`config.mk`:
```
export PLATFORM = sky130hd
export DESIGN_NAME = i_fetch
export DESIGN_NICKNAME = d
export VERILOG_FILES = /design/src/rtl/i_fetch.sv
export SDC_FILE = /design/constraint.sdc
export NUM_CORES = 1
export LEC_CHECK = 0
export BUFFER_PORTS_ARGS = -buffer_cell sky130_fd_sc_hd__buf_2
export CORE_UTILIZATION = 45
export DETAILED_ROUTE_END_ITERATION = 10
export HOLD_SLACK_MARGIN = 0.06
export PLACE_DENSITY = 0.67
export SKIP_LAST_GASP = 1
export SLEW_MARGIN = 20
export SYNTH_ARGS = -nofsm -noshare
export SYNTH_HDL_FRONTEND = slang
export SYNTH_SLANG_ARGS = --single-unit
```
`constraint.sdc`:
```
create_clock -name clk -period 3.24 [get_ports clk]
set_clock_uncertainty 0.1 [all_clocks]
set_input_delay 0.81 -clock clk [delete_from_list [all_inputs] [get_ports clk]]
set_output_delay 0.81 -clock clk [all_outputs]
set_load 0.01 [all_outputs]
```
`src/rtl/i_fetch.sv`:
```
// i_fetch: instruction fetch unit.
// Owns the PC, drives the instruction memory read port (one-cycle registered
// read latency) and hands {inst, pc} to decode over a valid/ready handshake
// through a 2-entry output buffer. Redirects flush everything and restart.
// Optional feature macro: IFU_MISALIGN_EN (misaligned redirect targets yield
// a single NOP entry flagged by inst_misaligned, then fetch halts).
module i_fetch #(
  parameter int                ADDR_W   = 32,
  parameter logic [ADDR_W-1:0] RESET_PC = ADDR_W'(32'h0000_0000)
) (
  input  logic              clk,
  input  logic              rst,
  output logic [ADDR_W-1:0] imem_addr,
  input  logic [31:0]       imem_rdata,
  input  logic              redirect_valid,
  input  logic [ADDR_W-1:0] redirect_pc,
  output logic              inst_valid,
  input  logic              inst_ready,
  output logic [31:0]       inst,
  output logic [ADDR_W-1:0] inst_pc
`ifdef IFU_MISALIGN_EN
  ,
  output logic              inst_misaligned
`endif
);

  localparam logic [ADDR_W-1:0] PC_STEP = ADDR_W'(3'd4);

  typedef struct packed {
`ifdef IFU_MISALIGN_EN
    logic              mis;
`endif
    logic [31:0]       word;
    logic [ADDR_W-1:0] pc;
  } entry_t;

  logic [ADDR_W-1:0] pc;
  logic [ADDR_W-1:0] inflight_pc;
  logic              inflight;
  entry_t            head;
  entry_t            tail;
  logic              head_valid;
  logic              tail_valid;

  logic              pop;
  logic              push;
  logic              issue;
  logic [2:0]        occupancy;
  logic [ADDR_W-1:0] redirect_target;
  entry_t            push_entry;

`ifdef IFU_MISALIGN_EN
  localparam logic [31:0] NOP_WORD = 32'h0000_0013;
  logic redirect_misaligned;
  logic mis_pending;
  logic halted;
`else
  localparam logic [ADDR_W-1:0] ALIGN_MASK = ~(ADDR_W'(2'd3));
`endif

  // Handshake, issue credit, capture source and redirect target decode.
  always_comb begin
    pop        = head_valid & inst_ready;
    // Entries buffered or on their way after this edge; must stay below 2.
    occupancy  = {2'b00, head_valid} + {2'b00, tail_valid}
               + {2'b00, inflight} - {2'b00, pop};
    issue      = 1'b0;
    push       = inflight;
    push_entry = '0;
`ifdef IFU_MISALIGN_EN
    redirect_misaligned = (redirect_pc[1:0] != 2'b00);
    redirect_target     = redirect_pc;
    if (!redirect_valid && !halted && (occupancy < 3'd2)) begin
      issue = 1'b1;
    end else begin
      issue = 1'b0;
    end
    if (mis_pending) begin
      push            = 1'b1;
      push_entry.mis  = 1'b1;
      push_entry.word = NOP_WORD;
      push_entry.pc   = pc;
    end else begin
      push_entry.mis  = 1'b0;
      push_entry.word = imem_rdata;
      push_entry.pc   = inflight_pc;
    end
`else
    // Low address bits are dropped so fetch always stays word aligned.
    redirect_target = redirect_pc & ALIGN_MASK;
    if (!redirect_valid && (occupancy < 3'd2)) begin
      issue = 1'b1;
    end else begin
      issue = 1'b0;
    end
    push_entry.word = imem_rdata;
    push_entry.pc   = inflight_pc;
`endif
  end

  // PC and outstanding-read tracking; redirect overrides any issue.
  always_ff @(posedge clk or negedge rst) begin
    if (!rst) begin
      pc          <= RESET_PC;
      inflight    <= 1'b0;
      inflight_pc <= RESET_PC;
`ifdef IFU_MISALIGN_EN
      mis_pending <= 1'b0;
      halted      <= 1'b0;
`endif
    end else if (redirect_valid) begin
      pc       <= redirect_target;
      inflight <= 1'b0;
`ifdef IFU_MISALIGN_EN
      mis_pending <= redirect_misaligned;
      halted      <= redirect_misaligned;
`endif
    end else begin
      inflight <= issue;
      if (issue) begin
        inflight_pc <= pc;
        pc          <= pc + PC_STEP;
      end
`ifdef IFU_MISALIGN_EN
      mis_pending <= 1'b0;
`endif
    end
  end

  // Two-entry output buffer; head register drives decode directly.
  always_ff @(posedge clk or negedge rst) begin
    if (!rst) begin
      head       <= '0;
      tail       <= '0;
      head_valid <= 1'b0;
      tail_valid <= 1'b0;
    end else if (redirect_valid) begin
      // A pop in this cycle still completes; everything else is discarded.
      head_valid <= 1'b0;
      tail_valid <= 1'b0;
    end else begin
      case ({pop, push})
        2'b11: begin
          head <= tail_valid ? tail : push_entry;
          tail <= push_entry;
        end
        2'b10: begin
          head       <= tail;
          head_valid <= tail_valid;
          tail_valid <= 1'b0;
        end
        2'b01: begin
          if (head_valid) begin
            tail       <= push_entry;
            tail_valid <= 1'b1;
          end else begin
            head       <= push_entry;
            head_valid <= 1'b1;
          end
        end
        default: begin
          head_valid <= head_valid;
        end
      endcase
    end
  end

  assign imem_addr  = pc;
  assign inst_valid = head_valid;
  assign inst       = head.word;
  assign inst_pc    = head.pc;
`ifdef IFU_MISALIGN_EN
  assign inst_misaligned = head.mis;
`endif

endmodule
```
Yosys cells after proc, flatten, opt, wreduce, memory -nomap -nowiden
Index checks and enable logic that the tools add are counted.

word-level totals
  bits in registers = 195
  input port bits = 68
  logic and storage cells = 46

cells by class
  order comparisons = 1
  reductions and logical operators = 10
  bitwise logic cells = 2
  eq/ne operators = 6
  $add $sub $neg = 4
  multiplexer cells = 14

operators with widths
  cell                     number
  $mux W64                 3
  $pmux W64 S3             1
  $pmux W64 S2             1
  $mux W32                 2
  $add A32 B3 Y32 const B  1
  $reduce_and A3 Y1        2
  $reduce_bool A3 Y1       2
  $mux W1                  5
  $eq A2 B2 Y1 const B     2
  $ne A2 B2 Y1 const B     2
  $pmux W1 S2              2
  $reduce_and A2 Y1        2
  $reduce_bool A2 Y1       2
  $add A2 B1 Y3            1
  $lt A3 B2 Y1 const B     1
  $ne A3 B3 Y1 const B     1
  $sub A3 B1 Y3            1
  $add A1 B1 Y2            1
  $eq A2 B1 Y1 const B     1
  $and A1 B1 Y1            1
  $logic_and A1 B1 Y1      1
  $logic_not A1 Y1         1
  $not A1 Y1               1

Longest topological paths before layout
Gate-level depths: netlist (run 1).

  depth after elaboration = 8
  mapped depth = 15

Worst setup path after synthesis (run 1)
No wires, ideal clock.

  path type = input to register
  start = in inst_ready
  end = reg pc[20], in the netlist imem_addr[20]
  setup slack = -499 ps
  stages = 14
  arrival time = 3557 ps
  cell sequence = nand2_1 > inv_1 > ha_1 > clkbuf_1 > clkbuf_1 > buf_1 > inv_1 > ha_1 > a21oi_2 > mux2i_2 > buf_4 > nand3_1 > or3_1 > a31oi_1

between the ends
  word-level cells in the longest chain between the ends = 6

RTL lines
  element                              line  RTL
  start: declaration                   18    input logic inst_ready,
  $and A1 B1 Y1                        63    pop = head_valid & inst_ready;
  $sub A3 B1 Y3                        66    + {2'b00, inflight} - {2'b00, pop};
  $lt A3 B2 Y1                         91    if (!redirect_valid && (occupancy < 3'd2)) begin
  $logic_and A1 B1 Y1                  91
  $mux W1                              91
  $reduce_bool A2 Y1 (no source line)  --
  end signal: assignment               112   pc <= redirect_target;
  end signal: assignment               122   pc <= pc + PC_STEP;
  end: declaration                     37    logic [ADDR_W-1:0] pc;

Every way passes these cells.
A chain may end at the register's enable or synchronous reset.

Worst setup path in the final report (run 1)
  start = reg head_valid, in the netlist inst_valid
  end = reg pc[20], in the netlist imem_addr[20]

between the ends
  word-level cells in the longest chain between the ends = 7
  elaborated cells between the ends (all ways) = 8

RTL lines
  element                                line  RTL
  start: declaration                     42    logic head_valid;
  start signal: assignment               149   head_valid <= tail_valid;
  start signal: assignment               162   head_valid <= head_valid;
  $add A1 B1 Y2                          65    occupancy = {2'b00, head_valid} + {2'b00, tail_valid}
  $add A2 B1 Y3                          66
  $sub A3 B1 Y3 *                        66
  $lt A3 B2 Y1 *                         91
  $logic_and A1 B1 Y1 *                  91
  $mux W1 *                              91
  $reduce_bool A2 Y1 (no source line) *  --

Every way passes the cells marked *; elsewhere a longest branch is shown, timed or not.

==> impl_metrics.yaml, run 1 <==
outcome:
  outcome: "finished, final reports clean"
synthesis:
  yosys-top-cells-area: "dfrtp_1 (51%), mux2_2 (11%), mux2i_1 (6.8%)"
  synthTopCellsByCount: "dfrtp_1 (188), mux2_2 (93), a211oi_1 (63), mux2i_1 (63)"
  syn_avg_cell_area_um2: 11.9
  synth_edf_count: 0
  synth.top_cell.area_share: 0.510
  netlist_instances: 777
  yosysSeqAreaShare: 0.510
  synth_seq_cells: 188
  yosysWarnings: 0
  ys.flop_type: "dfrtp_1"
  synth_most_common_cell: "dfrtp_1"
  synthArstFlopShare: 1.00
  synth.distinct_cells: 39
  syn-cell-area_mm2: 0.00922
  yosysTopAreaCell: "dfrtp_1"
floorplanning:
  die_h_um: 145
  dieArea_mm2: 0.0211
  design.core.area_mm2: 0.0198
  rows: 51
  io-pin-count: 165
  die_x_um: 145
  initial_core_util: 0.466
timing:
  max_freq_mhz: 353
  timing.final.crit_share: 0.875
  slew_headroom: 0.454
  drv_slew: 0
  tightest_slew_ns: 0.819
  fin_crit_ns: 2.83
  finalSetupViolCount: 0
  finalHoldViolations: 0
  layout_setup_ws_ns: 0.406
  timing.hold.ws_ns: 0.244
  tns_ns: 0
  rsz0062_at_grt: "false"
setup_path:
  critPathKind: "reg -> reg"
  cp_max_fo: 17
  worst_path_max_delay_cell: "dfrtp_1"
  cp-startpoint: "inst_valid"
  path_buf_inv: 3
  critPathMaxStageDelay_ns: 0.52
  end_kind: "flip-flop"
  path_cells: "nand2_4 > inv_4 > ha_4 > inv_2 > ha_1 > a21oi_2 > mux2i_2 > buf_4 > nand3_2 > or3_1 > a31oi_1"
  worstPathRequired_ns: 3.49
  crit_path_start_kind: "flip-flop"
  critPathArrivalTime_ns: 3.08
  critPathTopFamily: "simple AND/OR/NAND/NOR gates"
  r2r_start: "inst_valid"
finish:
  area_growth_pct: 19.1
  instances_no_fill: 1184
  layout-drive-gt1-share: 0.348
  antenna_cells: 0
  final_nets: 981
clock_tree:
  cts_hold_buf: 0
  post_cts_buffers: 0
  numCtsBuffers: 17
  clk_latency_ns: 0.43
  cts_buffer_depth: 2
  numClockSinks: 188
  h-tree-depth: 4
  cts_tree: "done"
  cts_root_buf: "clkbuf_16"
  post_cts_resized: 0
  clkSlewWorstSetupHoldPaths_ns: 0.07
global_route:
  grt_usage: 0.207
  grt_pass1_wl_um: 35000
  grt_overflow: 0
  grt_antenna_before_repair: 0
  grt_pass1_vias: 6708
  grt_max_degree: 125
power:
  powerDensity_mw_per_mm2: 803
  switching_power_mw: 2.92
  swShare: 0.331
  seqPwrFrac: 0.456
  power_frac_comb: 0.307
  p_leak_nw: 5.06
  power_mw: 8.82
  p_clk_frac: 0.237
  peakVddDrop_mv: 0.405
  p_int_mw: 5.90
drt:
  postRouteAntennaNets: 0
  drt_wl_total_um: 21100
  drc: 0
  via_count: 6874
  drt-vias-per-instance: 5.81
  wl_per_cell_um: 17.8
  drtIter0Drc: 387
  first_pass_iters: 4
worst_hold_path:
  hp-class: "in -> async"
placed_design:
  preCtsSetupSlack_ns: 0.0548
  numPortBuffers: 160
  dpl.hpwl_um: 14000
  place.gp.congestion: 0.840
  dpl.cell_count: 1154
job:
  maxCapViolCount: 0
[path summary, 6_finish.rpt]
check                                end  slack (ns)  cells after the start
max                        imem_addr[20]        0.41                     11
min                             inst[10]        0.24                      1
max reg2reg                imem_addr[20]        0.41                     11
min reg2reg                     inst[26]        0.37                      1
max in group asynchronous       tail[59]        2.01                      2
min in group clk                inst[26]        0.37                      1
[metal layers]
layer / global-route usage / vias to the layer above / routed length [um]
li1: - / 3216 / -
met5: 0 / - / 0
met4: 0.0637 / 0 / 270
met3: 0.0371 / 17 / 1090
met2: 0.318 / 213 / 9500
met1: 0.297 / 3428 / 10200
[registers in the layout, indices dropped and copies added, names as in the netlist]
signal	count
tail	62
inst_pc	31
inst	32
imem_addr	30
inflight_pc	30
inst_valid	1
inflight	1
tail_valid	1
[cell usage in the layout, fill, tap and decap left out, types with 2 or more instances in the layout]
| cell | count |
|---|---|
| o21ai_1 | 2 |
| nor4b_1 | 2 |
| xnor2_1 | 6 |
| nor2_1 | 8 |
| or3_1 | 3 |
| bufinv_16 | 2 |
| mux2i_1 | 63 |
| mux2_2 | 93 |
| nand2_1 | 33 |
| dfrtp_1 | 187 |
| nand4_1 | 16 |
| nand3_1 | 13 |
| ha_1 | 3 |
| a31oi_1 | 4 |
| conb_1 | 2 |
| nor3_1 | 3 |
| buf_2 | 159 |
| buf_12 | 9 |
| clkinvlp_4 | 4 |
| and2_1 | 4 |
| nand2_4 | 2 |
| clkbuf_8 | 5 |
| o21ai_0 | 28 |
| and3_1 | 5 |
| buf_4 | 12 |
| inv_1 | 4 |
| a211oi_1 | 63 |
| a21o_1 | 62 |
| xor2_1 | 20 |
| nand3_2 | 2 |
| clkbuf_16 | 17 |
| a221oi_1 | 62 |
[metrics by stage]
step           instance area (um2)  utilization
5_1_grt                      11000        0.555
6_report                     11000        0.555
4_1_cts                      11000        0.555
3_5_place_dp                 10400        0.525
2_1_floorplan                 9280            -
3_3_place_gp                 10400        0.525
[worst reg2reg max path, stage by stage (launching register included)]
cell and delay [ns]:
dfrtp_1 0.52, nand2_4 0.14, inv_4 0.04, ha_4 0.27, inv_2 0.03, ha_1 0.29
a21oi_2 0.22, mux2i_2 0.29, buf_4 0.26, nand3_2 0.12, or3_1 0.34, a31oi_1 0.13
[cell type report]
type                            count  area [um2]
Inverter                            6        25.0
Clock inverter                      9         113
Timing Repair Buffer              181        1080
Multi-Input combinational cell    514        4250
Sequential cell                   188        4710
Fill cell                        1736        8800
Clock buffer                       21         480
Tap cell                          265         332
[power by group through the flow]
stage / Sequential (mW) / Clock (mW) / Combinational [mW]
2_1_floorplan: 4.09 / 0 / 1.65
3_3_place_gp: 3.99 / 0 / 2.67
3_5_place_dp: 4.06 / 0 / 2.74
5_1_grt: 4.16 / 2.24 / 2.97
6_report: 4.02 / 2.09 / 2.71
4_1_cts: 4.02 / 2.14 / 2.75
[logic make-up after synthesis]
logic type,after synthesis,synth area share
xor+xnor,26,0.0247
mux,157,0.183
simple gates,100,0.0574
other cells,1,0.000407
buf+inv,76,0.0351
fa+ha+maj,5,0.00678
compound gates,224,0.182
flops,188,0.510
No activity file was read; power rests on OpenSTA's default activity.
==> run 2, diff against run 1 <==
PLACE_DENSITY = 0.65   (was 0.67)
SLEW_MARGIN = unset   (was 20)
clock period = 3.3 ns   (was 3.24 ns; I/O delays follow)
==> run 2 against run 1 <==
  * Utilization fell by 0.36 points
  * Register-to-register slack better by 0.07 ns
  * Clock-buffer cell count rose by 3
  * Die area did not move
  * Sequential cell count did not move
  * First-iteration DRC count is 11% lower
  * Critical path type is now in -> reg
  * Critical endpoint unchanged
  * Largest power group unchanged
==> impl_metrics.yaml, run 2 (synthesis results as in run 1) <==
drt:
  via_count: 6834
  drc: 0
  drt-vias-per-instance: 5.78
  drtIter0Drc: 344
  first_pass_iters: 5
  postRouteAntennaNets: 0
  wl_per_cell_um: 17.6
  drt_wl_total_um: 20900
power:
  powerDensity_mw_per_mm2: 784
  peakVddDrop_mv: 0.397
  power_mw: 8.55
  p_leak_nw: 5.02
timing:
  fin_crit_ns: 2.83
  finalHoldViolations: 0
  rsz0062_at_grt: "false"
  finalSetupViolCount: 0
  drv_slew: 0
  slew_headroom: 0.395
  timing.final.crit_share: 0.857
  tightest_slew_ns: 0.908
  max_freq_mhz: 353
finish:
  largest_reg_flops: 62
  final_common_cell: "dfrtp_1"
  final_cell_mix: "dfrtp_1 (187), buf_2 (159), mux2_2 (93)"
  area_growth_pct: 18.3
  instances_no_fill: 1183
  antenna_cells: 0
  fillCellCount: 1739
  final_nets: 979
  post-route-util: 0.552
  regArea_mm2: 0.00471
  layout-drive-gt1-share: 0.339
  post-route-cell-area_mm2: 0.0109
  multi_input_area_mm2: 0.00424
  regMostFlops: "tail"
floorplanning:
  design.core.area_mm2: 0.0198
  die_x_um: 145
  dieArea_mm2: 0.0211
  rows: 51
  initial_core_util: 0.466
  die_h_um: 145
  io-pin-count: 165
placed_design:
  dpl.cell_count: 1152
  dpl.hpwl_um: 13600
  place_area_mm2: 0.0104
  numPortBuffers: 160
  place.gp.congestion: 0.771
clock_tree:
  clkSlewWorstSetupHoldPaths_ns: 0.06
  numClockSinks: 188
  cts_root_buf: "clkbuf_16"
  h-tree-depth: 4
  post_cts_buffers: 0
  cts_buffer_depth: 2
  cts_tree: "done"
  post_cts_resized: 0
  clk_latency_ns: 0.42
  numCtsBuffers: 17
  cts_hold_buf: 0
global_route:
  grt_max_degree: 125
  grt_pass1_wl_um: 34700
  grt_usage: 0.203
  grt_overflow: 0
  grt_antenna_before_repair: 0
  grt_pass1_vias: 6446
outcome:
  outcome: "finished, final reports clean"
setup_path:
  critPathArrivalTime_ns: 3.07
  r2r_start: "inst_valid"
  cp_max_fo: 5
  worstPathRequired_ns: 3.54
  r2r_slack_ns: 0.47
  critPathKind: "in -> reg"
  timing.rr.end: "imem_addr[20]"
  crit_path_start_kind: "input pin"
  end_kind: "flip-flop"
  r2r_cells: 11
job:
  maxCapViolCount: 0
worst_hold_path:
  hp-class: "in -> async"
-- run 2: per-stage QoR --
stage | setup TNS, ns | hold slack, ns | setup slack (ns)
6_report | 0 | 0.343 | 0.471
3_5_place_dp | 0 | 0.361 | 0.0390
3_3_place_gp | 0 | 0.354 | 0.0907
2_1_floorplan | -0.00371 | 0.402 | -0.00371
5_1_grt | 0 | 0.383 | 0.261
4_1_cts | 0 | 0.360 | 0.465
-- run 2: area by class of cell --
type	instances	area share
flip-flops and latches	188	0.431
multi-input cells	514	0.389
repair buffers	179	0.0976
clock buffers	24	0.0414
well taps	265	0.0304
clock inverters	7	0.00848
inverters	6	0.00206
-- run 2: worst max path at each step --
stage                           from             to  slack, ns  cells past startpoint
after floorplan           inst_ready  imem_addr[20]     -0.004                     14
after global placement    inst_ready  imem_addr[20]       0.09                     12
after detailed placement  inst_ready  imem_addr[20]       0.04                     12
after CTS                 inst_valid  imem_addr[20]       0.46                     11
after global routing      inst_valid  imem_addr[16]       0.26                     12
final                     inst_ready  imem_addr[20]       0.47                     12
-- run 2: where the power goes --
| part | leakage [nW] | switching, mW | internal (mW) |
|---|---|---|---|
| combinational | 2.46 | 1.28 | 1.37 |
| clock | 0.254 | 0.845 | 1.11 |
| sequential | 2.30 | 0.708 | 3.24 |
-- run 2: worst max-delay path, cell delays in order --
cell and delay, ns:
buf_2 0.11, nand2_2 0.08, inv_2 0.06, ha_4 0.27, inv_1 0.04, ha_1 0.29
a21oi_2 0.20, mux2i_2 0.37, buf_4 0.21, nand3_2 0.10, or3_1 0.34, a31oi_1 0.16
-- run 2: metal layers --
metal	global-route usage	up-vias	wire [um]
li1	-	3217	-
met1	0.307	3412	10600
met2	0.300	186	9160
met3	0.0321	19	845
met4	0.0542	0	233
met5	0	-	0
==> run 3, diff against run 2 <==
BUFFER_PORTS_ARGS = -buffer_cell sky130_fd_sc_hd__buf_4   (was -buffer_cell sky130_fd_sc_hd__buf_2)
==> run 3 against run 2 <==
  * Power increased by 4.7%
  * Critical path type is now reg -> reg
  * First-iteration DRC count increased by 13%
  * Cell area increased by 4.6%
  * Setup slack improved by 0.011 ns
  * Hold slack improved by 0.0054 ns
  * Sequential cell count unchanged
  * Final cell count increased by 0.42%
  * Utilization increased by 2.5 points
  * Die area unchanged
  * Sequential power about the same
==> impl_metrics.yaml, run 3 (synthesis results as in run 1) <==
floorplanning:
  die_h_um: 145
  design.core.area_mm2: 0.0198
  io-pin-count: 165
  die_x_um: 145
  rows: 51
  dieArea_mm2: 0.0211
  initial_core_util: 0.466
placed_design:
  dpl.hpwl_um: 14300
  numPortBuffers: 160
  place_area_mm2: 0.0108
  preCtsSetupSlack_ns: 0.0952
  dpl.cell_count: 1156
  place.gp.congestion: 0.785
timing:
  max_freq_mhz: 355
  rsz0062_at_grt: "false"
  drv_slew: 0
  layout_setup_ws_ns: 0.482
  slew_headroom: 0.396
  finalSetupViolCount: 0
  timing.hold.ws_ns: 0.349
  fin_crit_ns: 2.82
  timing.final.crit_share: 0.854
  tns_ns: 0
  finalHoldViolations: 0
  tightest_slew_ns: 0.907
job:
  maxCapViolCount: 0
finish:
  final_common_cell: "dfrtp_1"
  layout-drive-gt1-share: 0.350
  largest_reg_flops: 62
  final_nets: 983
  post-route-cell-area_mm2: 0.0114
  post-route-util: 0.577
  antenna_cells: 0
  final_cell_mix: "dfrtp_1 (187), buf_4 (172), mux2_2 (93)"
  instances_no_fill: 1188
  regMostFlops: "tail"
  area_growth_pct: 23.7
global_route:
  grt_pass1_wl_um: 36000
  grt_antenna_before_repair: 0
  grt_max_degree: 86
  grt_pass1_vias: 6665
  grt_overflow: 0
  grt_usage: 0.212
setup_path:
  worstPathRequired_ns: 3.56
  cpMostUsedCell: "buf_4"
  critPathArrivalTime_ns: 3.08
  worst_path_max_delay_cell: "buf_4"
  crit_path_start_kind: "flip-flop"
  critPathMaxStageDelay_ns: 0.61
  r2r_slack_ns: 0.48
  r2r_start: "inst_valid"
  critPathKind: "reg -> reg"
  path_cells: "nand2_2 > inv_2 > ha_4 > buf_4 > buf_4 > a221oi_1 > a211oi_1 > a21o_1"
  r2r_cells: 8
  end_kind: "flip-flop"
  cp-startpoint: "inst_valid"
  cp_max_fo: 68
clock_tree:
  post_cts_resized: 0
  cts_hold_buf: 0
  clk_latency_ns: 0.43
  numCtsBuffers: 17
  cts_root_buf: "clkbuf_16"
  cts_tree: "done"
  post_cts_buffers: 0
  numClockSinks: 188
  cts_buffer_depth: 2
  h-tree-depth: 4
  clkSlewWorstSetupHoldPaths_ns: 0.07
drt:
  drt-vias-per-instance: 5.86
  first_pass_iters: 4
  drt_wl_total_um: 21900
  postRouteAntennaNets: 0
  wl_per_cell_um: 18.4
  via_count: 6963
  drtIter0Drc: 389
  drc: 0
worst_hold_path:
  hp-class: "in -> async"
power:
  peakVddDrop_mv: 0.385
  p_leak_nw: 5.19
  power_mw: 8.96
  powerDensity_mw_per_mm2: 785
outcome:
  outcome: "finished, final reports clean"
run 3: critical path, delay by kind of cell, from the launching register on:
family,cells,cell delay [ns]
fa+ha+maj,1,0.25
flops,1,0.49
simple gates,1,0.14
compound gates,3,0.49
buf+inv,3,1.23
run 3: worst paths after layout:
| check | endpoint |
|---|---|
| hold reg to reg | inst[0] |
| setup / recovery | inst[9] |
| min in group clk | inst[0] |
| hold / removal | inst[5] |
| setup reg to reg | inst[9] |
| max in group asynchronous | inst[24] |
run 3: report_power, final:
group	switching [mW]	leakage, nW	internal, mW
registers	0.734	2.30	3.24
logic	1.30	2.60	1.61
clock network	0.886	0.293	1.18
run 3: routing by layer:
layer | vias up | GRT usage | wire length (um)
met4 | 0 | 0.0579 | 232
met1 | 3509 | 0.318 | 10800
met2 | 188 | 0.314 | 9880
li1 | 3246 | - | -
met3 | 20 | 0.0368 | 887
met5 | - | 0 | 0
run 3: area by class of cell:
cell class | instances | area, um2
Sequential cell | 188 | 4710
Inverter | 6 | 22.5
Tap cell | 265 | 332
Clock inverter | 12 | 134
Fill cell | 1724 | 8370
Multi-Input combinational cell | 514 | 4240
Timing Repair Buffer | 183 | 1510
Clock buffer | 20 | 467
